[config.mk]
export PLATFORM = sky130hd
export DESIGN_NAME = hazard_ctrl_flat
export DESIGN_NICKNAME = d
export VERILOG_FILES = /design/src/rtl/hazard_ctrl_pkg.sv /design/src/rtl/hazard_if.sv /design/src/rtl/hazard_ctrl_detect.sv /design/src/rtl/hazard_ctrl.sv /design/src/flat_wrapper.sv
export SDC_FILE = /design/constraint.sdc
export NUM_CORES = 1
export LEC_CHECK = 0
export CELL_PAD_IN_SITES_DETAIL_PLACEMENT = 1
export CELL_PAD_IN_SITES_GLOBAL_PLACEMENT = 1
export CORE_ASPECT_RATIO = 0.9
export CORE_MARGIN = 2
export CORE_UTILIZATION = 30
export CTS_CLUSTER_DIAMETER = 60
export DETAILED_ROUTE_END_ITERATION = 8
export PLACE_DENSITY = 0.83
export SLEW_MARGIN = 10
export SYNTH_ARGS = -nofsm -noshare
export SYNTH_HDL_FRONTEND = slang
export SYNTH_SLANG_ARGS = --single-unit
[constraint.sdc]
create_clock -name clk -period 3.66 [get_ports clk]
set_input_delay 1.098 -clock clk [delete_from_list [all_inputs] [get_ports clk]]
set_output_delay 1.098 -clock clk [all_outputs]
set_load 0.05 [all_outputs]
[src/rtl/hazard_ctrl_pkg.sv]
// Shared constants for the pipeline hazard controller: FSM encoding and
// the multdiv timeout limit.
package hazard_ctrl_pkg;

    typedef enum logic {
        ST_IDLE    = 1'b0,
        ST_MD_WAIT = 1'b1
    } hz_state_t;

    localparam int          MD_CNT_W   = 6;
    localparam logic [5:0]  MD_TIMEOUT = 6'd63;
    localparam int          STALL_W    = 32;

endpackage

[src/rtl/hazard_if.sv]
// Pipeline-side signals seen by the hazard controller. The pipeline
// (master) drives decode info; the controller (slave) drives enables.
interface hazard_if;
    logic [4:0]  fd_rs;
    logic [4:0]  fd_rt;
    logic        fd_uses_rs;
    logic        fd_uses_rt;
    logic [4:0]  dx_rd;
    logic        dx_is_load;
    logic        dx_is_mult;
    logic        dx_is_div;
    logic        x_branch_taken;
    logic        md_ready;

    logic        pc_we;
    logic        fd_we;
    logic        dx_we;
    logic        fd_flush;
    logic        dx_flush;
    logic        xm_flush;
    logic        md_ctrl_mult;
    logic        md_ctrl_div;
    logic        md_exception;
    logic [31:0] stall_count;

    modport master (
        output fd_rs, fd_rt, fd_uses_rs, fd_uses_rt, dx_rd, dx_is_load,
               dx_is_mult, dx_is_div, x_branch_taken, md_ready,
        input  pc_we, fd_we, dx_we, fd_flush, dx_flush, xm_flush,
               md_ctrl_mult, md_ctrl_div, md_exception, stall_count
    );

    modport slave (
        input  fd_rs, fd_rt, fd_uses_rs, fd_uses_rt, dx_rd, dx_is_load,
               dx_is_mult, dx_is_div, x_branch_taken, md_ready,
        output pc_we, fd_we, dx_we, fd_flush, dx_flush, xm_flush,
               md_ctrl_mult, md_ctrl_div, md_exception, stall_count
    );
endinterface

[src/rtl/hazard_ctrl_detect.sv]
// Load-use detector: a load in D/X feeding a source of the F/D instruction.
module hazard_ctrl_detect (
    input  logic [4:0] fd_rs,
    input  logic [4:0] fd_rt,
    input  logic       fd_uses_rs,
    input  logic       fd_uses_rt,
    input  logic [4:0] dx_rd,
    input  logic       dx_is_load,
    output logic       load_use
);
    logic rs_hit;
    logic rt_hit;

    assign rs_hit   = fd_uses_rs && (fd_rs == dx_rd);
    assign rt_hit   = fd_uses_rt && (fd_rt == dx_rd);
    // r0 is hardwired zero, so a load targeting it never produces a value
    assign load_use = dx_is_load && (dx_rd != 5'd0) && (rs_hit || rt_hit);
endmodule

[src/rtl/hazard_ctrl.sv]
// Pipeline hazard controller: multdiv sequencing with timeout, branch
// flush, load-use bubble and a saturating stall counter.
//
//   state      | meaning
//   -----------+-------------------------------------------------------
//   ST_IDLE    | normal issue; decode multdiv start, branch, load-use
//   ST_MD_WAIT | multdiv running; freeze front end until ready/timeout
module hazard_ctrl
    import hazard_ctrl_pkg::*;
(
    input  logic      clk,
    input  logic      clr,
    hazard_if.slave   bus
);
    hz_state_t             state_q, state_d;
    logic [MD_CNT_W-1:0]   cnt_q, cnt_d;
    logic [STALL_W-1:0]    stall_q;
    logic                  load_use;
    logic                  pc_we, fd_we, dx_we;
    logic                  fd_flush, dx_flush, xm_flush;
    logic                  md_mult, md_div, md_exc;

    hazard_ctrl_detect u_detect (
        .fd_rs      (bus.fd_rs),
        .fd_rt      (bus.fd_rt),
        .fd_uses_rs (bus.fd_uses_rs),
        .fd_uses_rt (bus.fd_uses_rt),
        .dx_rd      (bus.dx_rd),
        .dx_is_load (bus.dx_is_load),
        .load_use   (load_use)
    );

    always_ff @(posedge clk) begin
        if (clr) begin
            state_q <= ST_IDLE;
            cnt_q   <= '0;
            stall_q <= '0;
        end else begin
            state_q <= state_d;
            cnt_q   <= cnt_d;
            if (!pc_we && (stall_q != '1))
                stall_q <= stall_q + 1'b1;
        end
    end

    always_comb begin
        state_d  = state_q;
        cnt_d    = cnt_q;
        pc_we    = 1'b1;
        fd_we    = 1'b1;
        dx_we    = 1'b1;
        fd_flush = 1'b0;
        dx_flush = 1'b0;
        xm_flush = 1'b0;
        md_mult  = 1'b0;
        md_div   = 1'b0;
        md_exc   = 1'b0;
        case (state_q)
            ST_IDLE: begin
                if (bus.dx_is_mult || bus.dx_is_div) begin
                    md_mult  = bus.dx_is_mult;
                    md_div   = bus.dx_is_div;
                    pc_we    = 1'b0;
                    fd_we    = 1'b0;
                    dx_we    = 1'b0;
                    xm_flush = 1'b1;
                    cnt_d    = '0;
                    state_d  = ST_MD_WAIT;
                end else if (bus.x_branch_taken) begin
                    fd_flush = 1'b1;
                    dx_flush = 1'b1;
                end else if (load_use) begin
                    pc_we    = 1'b0;
                    fd_we    = 1'b0;
                    dx_flush = 1'b1;
                end
            end
            ST_MD_WAIT: begin
                if (bus.md_ready) begin
                    state_d = ST_IDLE;
                end else if (cnt_q == MD_TIMEOUT) begin
                    md_exc  = 1'b1;
                    state_d = ST_IDLE;
                end else begin
                    pc_we    = 1'b0;
                    fd_we    = 1'b0;
                    dx_we    = 1'b0;
                    xm_flush = 1'b1;
                    cnt_d    = cnt_q + 1'b1;
                end
            end
            default: state_d = ST_IDLE;
        endcase
    end

    assign bus.pc_we        = pc_we;
    assign bus.fd_we        = fd_we;
    assign bus.dx_we        = dx_we;
    assign bus.fd_flush     = fd_flush;
    assign bus.dx_flush     = dx_flush;
    assign bus.xm_flush     = xm_flush;
    assign bus.md_ctrl_mult = md_mult;
    assign bus.md_ctrl_div  = md_div;
    assign bus.md_exception = md_exc;
    assign bus.stall_count  = stall_q;
endmodule

[src/flat_wrapper.sv]
// flat-port wrapper written by rule: the top's interface ports become plain ports
module hazard_ctrl_flat import hazard_ctrl_pkg::*;
  (clk, clr, bus_fd_rs, bus_fd_rt, bus_fd_uses_rs, bus_fd_uses_rt, bus_dx_rd, bus_dx_is_load, bus_dx_is_mult, bus_dx_is_div, bus_x_branch_taken, bus_md_ready, bus_pc_we, bus_fd_we, bus_dx_we, bus_fd_flush, bus_dx_flush, bus_xm_flush, bus_md_ctrl_mult, bus_md_ctrl_div, bus_md_exception, bus_stall_count);
  hazard_if bus_i ();
  input  logic clk;
  input  logic clr;
  input wire logic [$bits(bus_i.fd_rs)-1:0] bus_fd_rs;
  input wire logic [$bits(bus_i.fd_rt)-1:0] bus_fd_rt;
  input wire logic [$bits(bus_i.fd_uses_rs)-1:0] bus_fd_uses_rs;
  input wire logic [$bits(bus_i.fd_uses_rt)-1:0] bus_fd_uses_rt;
  input wire logic [$bits(bus_i.dx_rd)-1:0] bus_dx_rd;
  input wire logic [$bits(bus_i.dx_is_load)-1:0] bus_dx_is_load;
  input wire logic [$bits(bus_i.dx_is_mult)-1:0] bus_dx_is_mult;
  input wire logic [$bits(bus_i.dx_is_div)-1:0] bus_dx_is_div;
  input wire logic [$bits(bus_i.x_branch_taken)-1:0] bus_x_branch_taken;
  input wire logic [$bits(bus_i.md_ready)-1:0] bus_md_ready;
  output wire logic [$bits(bus_i.pc_we)-1:0] bus_pc_we;
  output wire logic [$bits(bus_i.fd_we)-1:0] bus_fd_we;
  output wire logic [$bits(bus_i.dx_we)-1:0] bus_dx_we;
  output wire logic [$bits(bus_i.fd_flush)-1:0] bus_fd_flush;
  output wire logic [$bits(bus_i.dx_flush)-1:0] bus_dx_flush;
  output wire logic [$bits(bus_i.xm_flush)-1:0] bus_xm_flush;
  output wire logic [$bits(bus_i.md_ctrl_mult)-1:0] bus_md_ctrl_mult;
  output wire logic [$bits(bus_i.md_ctrl_div)-1:0] bus_md_ctrl_div;
  output wire logic [$bits(bus_i.md_exception)-1:0] bus_md_exception;
  output wire logic [$bits(bus_i.stall_count)-1:0] bus_stall_count;
  assign bus_i.fd_rs = bus_fd_rs;
  assign bus_i.fd_rt = bus_fd_rt;
  assign bus_i.fd_uses_rs = bus_fd_uses_rs;
  assign bus_i.fd_uses_rt = bus_fd_uses_rt;
  assign bus_i.dx_rd = bus_dx_rd;
  assign bus_i.dx_is_load = bus_dx_is_load;
  assign bus_i.dx_is_mult = bus_dx_is_mult;
  assign bus_i.dx_is_div = bus_dx_is_div;
  assign bus_i.x_branch_taken = bus_x_branch_taken;
  assign bus_i.md_ready = bus_md_ready;
  assign bus_pc_we = bus_i.pc_we;
  assign bus_fd_we = bus_i.fd_we;
  assign bus_dx_we = bus_i.dx_we;
  assign bus_fd_flush = bus_i.fd_flush;
  assign bus_dx_flush = bus_i.dx_flush;
  assign bus_xm_flush = bus_i.xm_flush;
  assign bus_md_ctrl_mult = bus_i.md_ctrl_mult;
  assign bus_md_ctrl_div = bus_i.md_ctrl_div;
  assign bus_md_exception = bus_i.md_exception;
  assign bus_stall_count = bus_i.stall_count;
  hazard_ctrl u_core (.clk(clk), .clr(clr), .bus(bus_i));
endmodule
==> flow_summary.json <==
{
  "status": "finished, final reports clean",
  "clkTransAtPathRegs_ns": 0.07,
  "worst_slew_pin_slew_ns": 0.768,
  "syn_area_per_cell_um2": 8.40,
  "synth_top_area_cell": "dfxtp_1",
  "power.leakage_nw": 1.05,
  "swShare_pct": 28.4,
  "slew_viol_final": 0,
  "min_period_ns": 3.61,
  "yosysMostFrequentCell": "nor2_1",
  "worstPathArrival_ns": 2.51,
  "vias": 2052,
  "final_area_um2": 3110,
  "synth-compound-area-share_pct": 6.29,
  "synth_common_cells": "nor2_1 (45), dfxtp_1 (39), xnor2_1 (37), nand2_1 (19)",
  "synth-seq-cells": 39,
  "drtIter0Drc": 54,
  "drive_above_1_share_pct": 15.6,
  "netlist_instances": 251,
  "gp_congestion": 0.756,
  "p_seq_share_pct": 47.5,
  "synthArstFlopShare_pct": 0,
  "setup_violations": 0,
  "htreeDepth": 2,
  "ctsHoldBuffers": 0,
  "first_pass_iters": 4,
  "synth_fa_ha_area_share_pct": 1.19,
  "ys_top_cells_by_area": "dfxtp_1 (37%), xnor2_1 (15%), nor2_1 (8.0%), nor4_1 (3.6%), nand2_1 (3.4%)",
  "cts-root-buf": "clkbuf_8",
  "syn_area_um2": 2110,
  "hpwl_um": 4690,
  "vias_per_cell": 4.93,
  "fp.dieH_um": 83.5,
  "pwr-share-clk_pct": 32.4,
  "grt_overflow": 0,
  "synth.area.mux_share_pct": 0.950,
  "synth_enable_flop_cells": 0,
  "hold_violations": 0,
  "rr_worst_depth": 8,
  "crit_end": "bus_fd_we",
  "p_comb_share_pct": 20.1,
  "criticalPathCategory": "input pin to output pin",
  "rr_startpoint": "u_core.bus.stall_count[8]$_SDFFE_PP0P_",
  "internal_power_w": 0.000664,
  "peakVddDrop_v": 0.000183,
  "grt_max_degree": 28,
  "cap_violations": 0,
  "critPathCaptureType": "output pin",
  "cts_tree": "done",
  "rows": 28,
  "drt-total-wl_um": 6250,
  "ant_nets": 0,
  "die_width_um": 92.4,
  "place_area_um2": 2980,
  "hold_class": "flip-flop to flip-flop",
  "yosys_warnings": 0,
  "core_area_um2": 6690,
  "yosys.area_share.simple_pct": 34.9,
  "fin_skew_ns": 0.00532,
  "reg2reg_to": "u_core.bus.stall_count[1]$_SDFFE_PP0P_",
  "boundaryPins": 65,
  "ctsLongestPathBuffers": 2,
  "grt_pass1_vias": 2165,
  "port_buffers": 64,
  "required_ns": 2.56,
  "ys_types": 42,
  "crit_start": "bus_dx_rd[3]",
  "num-nets-final": 352,
  "grt_util_all_layers_pct": 16.3,
  "routedWlPerCell_um": 15.0,
  "drc_errors": 0,
  "timing.hold.ws_ns": 0.536,
  "synth_top_family_by_area": "simple AND/OR/NAND/NOR gates",
  "antenna_found_initial": 0,
  "fmax_mhz": 277,
  "critical_path.startpoint_type": "input pin",
  "powerDensity_nw_per_um2": 298,
  "worstPathMaxFanout": 3,
  "synth_nets": 277,
  "floorplan.initialDensity_pct": 31.5,
  "diodes": 0,
  "synth-xor-area-share_pct": 16.6,
  "slew_headroom_pct": 48.7,
  "cts_made_buffers": 5,
  "area_growth_pct": 47.5,
  "clock_sinks": 39,
  "grt_pass1_wl_um": 10100,
  "synth_top_area_share_pct": 37.0,
  "insertion_delay_ns": 0.30,
  "switchingPower_w": 0.000263,
  "yosysSeqAreaShare_pct": 37.0,
  "yosys_most_used_dff": "dfxtp_1",
  "dieArea_um2": 7720,
  "post-route-period-util_pct": 98.6,
  "reg2reg_slack_ns": 0.91
}
## cell usage in the layout, fill, tap and decap left out, types with 6 or more instances in the layout
cell type / Yosys / layout
buf_4: 4 / 16
nor4_1: 12 / 12
nand4_1: 8 / 8
dfxtp_1: 39 / 39
nor3_1: 11 / 10
nor2_1: 45 / 45
nand2_1: 19 / 19
xnor2_1: 37 / 37
nand3_1: 12 / 12
buf_12: 0 / 8
clkdlybuf4s50_1: 0 / 49
clkbuf_8: 0 / 6
a21oi_1: 6 / 6
## flip-flops by register name, indices dropped and copies added, names as in the netlist
register	flops
u_core.bus.stall_count	32
u_core.cnt_q	6
u_core.state_q	1
## power by group through the flow
stage	Sequential (W)	Combinational (W)	Clock, W
4_1_cts	0.000440	0.000181	0.000308
3_3_place_gp	0.000450	0.000174	0
2_1_floorplan	0.000463	0.0000835	0
5_1_grt	0.000442	0.000196	0.000324
3_5_place_dp	0.000450	0.000181	0
6_report	0.000440	0.000186	0.000300
## kinds of logic after synthesis
logic type / Yosys count
AOI/OAI and AO/OA: 17
and+or+nand+nor: 138
buffers and inverters: 13
muxes: 2
DFF: 39
adders and majority gates: 2
xor gates and xnor gates: 40
## worst min-delay path by stage
| stage | startpoint | endpoint | cells past startpoint |
|---|---|---|---|
| global route | u_core.bus.stall_count[15]$_SDFFE_PP0P_ | u_core.bus.stall_count[15]$_SDFFE_PP0P_ | 2 |
| detailed placement | u_core.bus.stall_count[15]$_SDFFE_PP0P_ | u_core.bus.stall_count[15]$_SDFFE_PP0P_ | 2 |
| global placement | u_core.cnt_q[3]$_SDFFE_PP0P_ | u_core.cnt_q[3]$_SDFFE_PP0P_ | 2 |
| CTS | u_core.cnt_q[5]$_SDFFE_PP0P_ | u_core.cnt_q[5]$_SDFFE_PP0P_ | 2 |
| floorplan | u_core.cnt_q[3]$_SDFFE_PP0P_ | u_core.cnt_q[3]$_SDFFE_PP0P_ | 2 |
| finish | u_core.cnt_q[5]$_SDFFE_PP0P_ | u_core.cnt_q[5]$_SDFFE_PP0P_ | 2 |
## what timing repair did
action                     CTS  global route
pin swaps                    4             4
resized for setup           16             2
setup endpoints to repair    3             3
setup buffers                0             3
## metrics by stage
stage                     instances  setup slack [ns]  util (%)  total power, W  setup TNS, ns
after CTS                       413            0.0141      46.1        0.000929              0
after global routing            416          -0.00749      46.5        0.000961        -0.0148
after detailed placement        406            -0.247      44.6        0.000631         -0.954
after global placement          406            -0.217      44.6        0.000624         -0.601
final                           416            0.0500      46.5        0.000926              0
after floorplan                 251            0.0211         -        0.000546              0
## worst max-delay path: stages
cell and delay (ns):
clkdlybuf4s15_1 0.18, or4_4 0.49, o21ai_4 0.18, a2111oi_4 0.08
a21oi_4 0.29, buf_12 0.18
## area by class of cell
cell class	instances	area (um^2)
clock buffers	6	82.6
clock inverters	1	5.00
inverters	2	7.51
well taps	90	113
repair buffers	79	821
fillers	793	3580
flip-flops and latches	39	781
multi-input cells	199	1300
## metal layers
| metal | routed length, um | vias up | global-route usage (%) | part of all wire, % |
|---|---|---|---|---|
| li1 | - | 1020 | - | - |
| met1 | 2810 | 982 | 19.2 | 45 |
| met2 | 3110 | 42 | 29.0 | 50 |
| met3 | 214 | 8 | 3.25 | 3.4 |
| met4 | 114 | 0 | 6.24 | 1.8 |
| met5 | 0 | - | 0 | 0 |
No activity file was read; power rests on OpenSTA's default activity.
